`src/rtl/aig_vector_sweeper.sv`:
```
// Exhaustive input sweeper for a combinational netlist; folds every
// output vector into a Galois MISR so netlist variants compare by signature.
module aig_vector_sweeper #(
    parameter int                N_IN          = 4,
    parameter int                N_OUT         = 20,
    parameter logic [N_OUT-1:0]  MISR_POLY     = 20'h00009,
    parameter logic [N_OUT-1:0]  MISR_SEED     = 20'h00000,
    parameter int                SETTLE_CYCLES = 1
) (
    input  logic              clk,
    input  logic              rst,
    input  logic              start,
    output logic [N_IN-1:0]   dut_x,
    input  logic [N_OUT-1:0]  dut_f,
    output logic              busy,
    output logic              done,
    output logic [N_OUT-1:0]  signature,
    output logic [N_IN:0]     vec_count
);

    localparam logic [1:0] S_IDLE    = 2'd0;
    localparam logic [1:0] S_SETTLE  = 2'd1;
    localparam logic [1:0] S_CAPTURE = 2'd2;
    localparam logic [1:0] S_DONE    = 2'd3;

    localparam logic [N_IN-1:0] X_LAST      = '1;
    localparam logic [7:0]      SETTLE_INIT = 8'(SETTLE_CYCLES);

    logic [1:0]       state_q,  state_d;
    logic [N_IN-1:0]  x_q,      x_d;
    logic [N_OUT-1:0] sig_q,    sig_d;
    logic [N_IN:0]    cnt_q,    cnt_d;
    logic [7:0]       settle_q, settle_d;
    logic             busy_q,   busy_d;
    logic             done_q,   done_d;

    logic [N_OUT-1:0] sig_shift;

    // Galois step: shift left, fold taps back in when the MSB falls out
    always_comb begin
        sig_shift = {sig_q[N_OUT-2:0], 1'b0};
        if (sig_q[N_OUT-1]) begin
            sig_shift = sig_shift ^ MISR_POLY;
        end
    end

    always_comb begin
        state_d  = state_q;
        x_d      = x_q;
        sig_d    = sig_q;
        cnt_d    = cnt_q;
        settle_d = settle_q;
        busy_d   = busy_q;
        done_d   = done_q;
        unique case (state_q)
            S_IDLE, S_DONE: begin
                if (start) begin
                    state_d  = S_SETTLE;
                    x_d      = '0;
                    sig_d    = MISR_SEED;
                    cnt_d    = '0;
                    settle_d = SETTLE_INIT;
                    busy_d   = 1'b1;
                    done_d   = 1'b0;
                end
            end
            S_SETTLE: begin
                if (settle_q <= 8'd1) begin
                    state_d  = S_CAPTURE;
                    settle_d = '0;
                end else begin
                    settle_d = settle_q - 8'd1;
                end
            end
            S_CAPTURE: begin
                sig_d = sig_shift ^ dut_f;
                cnt_d = cnt_q + (N_IN+1)'(1);
                if (x_q == X_LAST) begin
                    state_d = S_DONE;
                    busy_d  = 1'b0;
                    done_d  = 1'b1;
                end else begin
                    state_d  = S_SETTLE;
                    x_d      = x_q + N_IN'(1);
                    settle_d = SETTLE_INIT;
                end
            end
            default: begin
                state_d = S_IDLE;
                busy_d  = 1'b0;
                done_d  = 1'b0;
            end
        endcase
    end

    always_ff @(posedge clk or posedge rst) begin
        if (rst) begin
            state_q  <= S_IDLE;
            x_q      <= '0;
            sig_q    <= '0;
            cnt_q    <= '0;
            settle_q <= '0;
            busy_q   <= 1'b0;
            done_q   <= 1'b0;
        end else begin
            state_q  <= state_d;
            x_q      <= x_d;
            sig_q    <= sig_d;
            cnt_q    <= cnt_d;
            settle_q <= settle_d;
            busy_q   <= busy_d;
            done_q   <= done_d;
        end
    end

    assign dut_x     = x_q;
    assign busy      = busy_q;
    assign done      = done_q;
    assign signature = sig_q;
    assign vec_count = cnt_q;

endmodule
```
`config.mk`:
```
export PLATFORM = sky130hd
export DESIGN_NAME = aig_vector_sweeper
export DESIGN_NICKNAME = d
export VERILOG_FILES = /design/src/rtl/aig_vector_sweeper.sv
export SDC_FILE = /design/constraint.sdc
export NUM_CORES = 1
export LEC_CHECK = 0
export ABC_AREA = 1
export CAP_MARGIN = 20
export CORE_MARGIN = 2
export CORE_UTILIZATION = 49
export CTS_BUF_LIST = sky130_fd_sc_hd__clkbuf_16
export DETAILED_ROUTE_END_ITERATION = 8
export PLACE_DENSITY_LB_ADDON = 0.3
export SLEW_MARGIN = 20
export SYNTH_ARGS = -nofsm -noshare
export SYNTH_HDL_FRONTEND = slang
export SYNTH_SLANG_ARGS = --single-unit
export TNS_END_PERCENT = 30
```
`constraint.sdc`:
```
create_clock -name clk -period 1.7 [get_ports clk]
set_input_delay 0.255 -clock clk [delete_from_list [all_inputs] [get_ports clk]]
set_output_delay 0.255 -clock clk [all_outputs]
set_load 0.03 [all_outputs]
```
Yosys cells after proc, flatten, opt, wreduce, memory -nomap -nowiden
Cells that the tools add are included.

Equal/unequal tests: 8. Add/subtract/negate cells: 3. $lt $le $gt $ge: 1. Muxes and demuxes: 22. Multiply operators: 0. Div/mod/pow operators: 0. Reduce and logical (&&, ||, !) cells: 8. Bitwise operators: 2. Shifts and indexed selects: 0.

Operators with widths (number): one-hot mux 20 bit (2 select lines) (1); 2-to-1 mux 8 bit (3); one-hot mux 8 bit (3 select lines) (1); 2-to-1 mux 20 bit (1); bitwise XOR 20 bit (1); 2-to-1 mux 4 bit (3); one-hot mux 5 bit (2 select lines) (1); <= comparator 8 x 1 -> 1 bit (second input constant) (1); inequality test 2 bit (second input constant) (4); one-hot mux 4 bit (2 select lines) (1); subtractor 8 x 1 -> 8 bit (second input constant) (1); 2-to-1 mux 2 bit (3); one-hot mux 2 bit (3 select lines) (1); AND reduction 2 bit (3); AND reduction 3 bit (2); adder 5 x 1 -> 5 bit (second input constant) (1); 2-to-1 mux 5 bit (1); adder 4 x 1 -> 4 bit (second input constant) (1); equality test 2 bit (second input constant) (2); equality test 4 bit (second input constant) (1); 2-to-1 mux 1 bit (4); one-hot mux 1 bit (2 select lines) (2); equality test 2 x 1 -> 1 bit (second input constant) (1); logical NOT 2 bit (1); other kinds (3) (3).

Bits in latches: 0. Bits of input ports: 23. Memory bits (writable): 0. Bits in registers: 41. ROM bits: 0. Memories kept: 0.

Logic depth before layout (Yosys ltp)
Depth after elaboration: 4. Mapped depth: 10. Depth with buffers taken out: 9.

Worst setup path before layout
OpenSTA, ideal clock, no wires.

Kind: register to register. From: register x_q[0], in the netlist dut_x[0]. To: register settle_q[5]. Data arrival time: 1.406 ns. Data required time: 1.583 ns. Library setup time: 0.117 ns. Cell stages (with the launch flop): 10. Slack: 0.178 ns. Cells stage by stage: dfrtp_1 ha_1 nand3_1 nor2_1 nor2_2 buf_6 nand2_4 nand2_2 nand2_1 nor2_1.

Word-level cells in the longest chain between the ends: 3.

Ends and longest elaborated chain: start, declared (RTL line 30) `logic [N_IN-1:0] x_q, x_d;`; start signal, assigned (RTL line 99) `x_q <= '0;`; start signal, assigned (RTL line 107) `x_q <= x_d;`; equality test 4 bit (RTL line 78) `if (x_q == X_LAST) begin`; inequality test 2 bit (no line); AND reduction 2 bit (no line); end signal, assigned (RTL line 110) `settle_q <= settle_d;`; end, declared (RTL line 33) `logic [7:0] settle_q, settle_d;`.

No other way between the ends. A chain may end at the register's enable or synchronous reset.

Worst setup path after layout
From: register cnt_q[0], in the netlist vec_count[0]. To: output port vec_count[0].

RTL lines: start, declared (RTL line 32) `logic [N_IN:0] cnt_q, cnt_d;`; start signal, assigned (RTL line 109) `cnt_q <= cnt_d;`; end, declared (RTL line 18) `output logic [N_IN:0] vec_count`.

No word-level cell between the ends.

==> qor.yml <==
clocking:
  clk_path_buf_depth: 2
  htreeDepth: 2
  cts-buffers-inserted: 5
  clock_tree_from_tritoncts: "yes"
  clk_pin_slew_worst_paths_ps: 60
  clock_tree.root_cell: "sky130_fd_sc_hd__clkbuf_16"
  clock_latency_ps: 280
  sink_count_of_the_clock_tree: 41
power_and_ir_drop:
  p_clk_share_pct: 16.7
  leakagePower_uw: 0.00142
  pwr-share-seq_pct: 27.8
  power.density_mw_per_mm2: 2060
  total_net_switching_power_uw: 2740
  total_power_uw: 6150
  cellInternalPower_uw: 3410
  power.switching_fraction_pct: 44.6
  power_frac_comb_pct: 55.4
  vdd_drop_max_mv: 0.964
timing:
  timing.max_slew.rel_slack_pct: 78.2
  drv_slew: 0
  setup_total_negative_slack_ps: 0
  setup_viol: 0
  timing.clock.skew_ps: 3.20
  rsz0062_at_grt: "no"
  count_of_final_hold_check_violations: 0
  final.setup.worst_slack_ps: 45.6
  post-route-period-util_pct: 97.3
  timing.final.crit_period_ps: 1650
  fmax_mhz: 604
  worstMarginPinSlew_ps: 326
worst_hold_path:
  timing.hold.worst.class: "in -> async"
global_route:
  grt_antenna_before_repair: 0
  globalRouteMet1Util_pct: 24.8
  total_congestion_overflow: 0
  grt-busiest-layer: "met2"
  grt_start_max_net_pins: 42
  via_count_of_the_first_global_routing_pass: 1760
  wire_length_of_the_first_global_routing_pass_mm: 7.66
  use_met3_pct: 3.90
  grtUsageMet2_pct: 34.2
  total_routing_usage_gr_pct: 19.6
floorplan:
  floorplan.io_pins: 54
  floorplan.initialDensity_pct: 50.1
  die_h_um: 70
  core_region_area_mm2: 0.00426
  chipWidth_um: 70
  number_of_cell_rows: 24
  fp.dieArea_mm2: 0.00490
synth:
  syn-cell-area_mm2: 0.00213
  sequential_share_of_the_synthesized_area_pct: 48.1
  synthSimpleGateAreaFrac_pct: 24.4
  ys_warn_count: 0
  synth.distinct_cells: 27
  syn-instance-count: 246
  synth-adder-area-share_pct: 4.10
  synth_top_family_by_area: "simple AND/OR/NAND/NOR gates"
  synth_compound_area_share_pct: 8.73
  mappedNetlistNets: 276
  muxShareOfSynthArea_pct: 0
  synth_seq_cells: 41
  synth_area_per_cell_um2: 8.68
  post_synth_xor_area_fraction_pct: 8.62
placed_design:
  port_buffers: 53
  finalWeightedCongestion: 0.879
  placement.setup.worst_slack_ps: 45.0
  dp_hpwl_mm: 3.22
  place_inst: 351
run:
  drv_cap: 0
route:
  routed-via-count: 1812
  total_wire_length_after_detailed_routing_mm: 4.54
  drt_pass1_iterations: 4
  initialDrtViolationCount: 77
  drc: 0
  route.detailed.wl_per_inst_um: 12.5
  postRouteAntennaNets: 0
  drt-vias-per-instance: 4.98
finish:
  ratio_of_cells_with_drive_above_1_in_the_final_layout_pct: 11.2
  syn_to_final_growth_pct: 39.9
  layout.nets: 341
  finish.cell_count_without_fillers: 364
  final_layout_fill_cell_count: 333
  antennaDiodeCount: 0
critical_path:
  cp_slowest_stage_delay_ps: 700
  critical_path.top_delay_family: "buffers and inverters"
  worstPathCellList: "clkdlybuf4s50_1"
  maximum_fanout_encountered_on_the_critical_timing_path: 5
  crit_slowest_cell: "sky130_fd_sc_hd__clkdlybuf4s50_1"
  worst_setup_path_start_kind: "flip-flop"
  arrival_ps: 1400
  timing.critical_path.to_type: "primary output"
  worst-endpoint-required_ps: 1440
  worstSetupPathType: "reg -> out"
  critical_path_buf_inv_count: 1
run_status:
  run_status: "finished, final reports clean"
==> power groups by stage <==
stage | clock network [uW] | registers (uW) | logic, uW
3_5_place_dp | 0 | 1720 | 3220
5_1_grt | 1080 | 1770 | 3750
4_1_cts | 1040 | 1710 | 3250
2_1_floorplan | 0 | 2200 | 1720
3_3_place_gp | 0 | 1700 | 3170
6_report | 1030 | 1710 | 3410
==> kinds of logic after synthesis <==
logic type / after synthesis
adder cells (fa/ha/maj): 7
flip-flops: 41
XOR/XNOR: 21
AO/OA/AOI/OAI: 36
buffers and inverters: 30
AND/OR/NAND/NOR: 111
==> what timing repair did <==
| action | 4_1_cts | 5_1_grt |
|---|---|---|
| buffers inserted | 0 | 4 |
| setup endpoints to repair | 0 | 29 |
| resized for setup | 0 | 11 |
| hold buffers | 0 | 0 |
==> cells in the mapped netlist, drive strengths merged <==
| library cell | count | area (um^2) |
|---|---|---|
| nand2 | 66 | 273 |
| dfrtp | 41 | 1030 |
| o21ai | 27 | 135 |
| nor2 | 26 | 143 |
| inv | 25 | 93.8 |
| xnor2 | 19 | 166 |
| nand3 | 8 | 40.0 |
| nand4 | 8 | 50.1 |
| ha | 7 | 87.6 |
| a21oi | 6 | 30.0 |
| buf | 4 | 31.3 |
| nor3 | 2 | 10.0 |
| xor2 | 2 | 17.5 |
| a22o | 1 | 8.76 |
| a31oi | 1 | 6.26 |
| and3 | 1 | 6.26 |
| clkinv | 1 | 3.75 |
| o22ai | 1 | 6.26 |
==> cell type report <==
class | count | area [um^2] | share of cell area, %
Inverter | 26 | 103 | 3.44
Clock inverter | 3 | 37.5 | 1.26
Sequential cell | 41 | 1030 | 34.4
Clock buffer | 5 | 125 | 4.19
Tap cell | 52 | 65.1 | 2.18
Multi-Input combinational cell | 176 | 1020 | 34.1
Timing Repair Buffer | 61 | 612 | 20.5
==> metrics by stage <==
| stage | utilization, % | hold slack (ps) | area, um^2 |
|---|---|---|---|
| after global routing | 70.0 | 392 | 2990 |
| after detailed placement | 64.3 | 467 | 2740 |
| after floorplan | - | 423 | 2130 |
| after global placement | 64.3 | 470 | 2740 |
| after CTS | 68.1 | 353 | 2900 |
| final | 70.0 | 340 | 2990 |
==> per-layer routing <==
metal,wire length (um),up-vias
met5,0,-
met4,49,0
met3,153,5
met2,2290,32
met1,2050,858
li1,-,917
==> placed cells by master, fill, tap and decap left out, drive strengths merged <==
cell type | netlist | final
inv | 25 | 26
a22o | 1 | 1
nor2 | 26 | 27
nand3 | 8 | 8
xor2 | 2 | 2
xnor2 | 19 | 19
o21ai | 27 | 27
buf | 4 | 8
nor3 | 2 | 2
ha | 7 | 7
bufinv | 0 | 1
clkbuf | 0 | 5
nand2 | 66 | 66
clkdlybuf4s50 | 0 | 51
a21oi | 6 | 6
nand4 | 8 | 8
dfrtp | 41 | 41
and3 | 1 | 1
a31oi | 1 | 1
o22ai | 1 | 1
clkinv | 1 | 2
dlymetal6s2s | 0 | 2
==> path summary, 6_finish.rpt <==
path,start,to,slack (ps),depth (start not counted)
max,vec_count[0],vec_count[0],50,1
min,rst,settle_q[2],340,3
max reg2reg,state_q[0],vec_count[1],110,7
min reg2reg,busy,busy,480,2
max in group asynchronous,rst,settle_q[6],1170,3
min in group clk,busy,busy,480,2
==> state kept, by name, indices dropped and copies added (netlist names) <==
name / count
signature: 20
settle_q: 8
vec_count: 5
dut_x: 4
state_q: 2
busy: 1
done: 1
(Power assumes the default switching activity.)
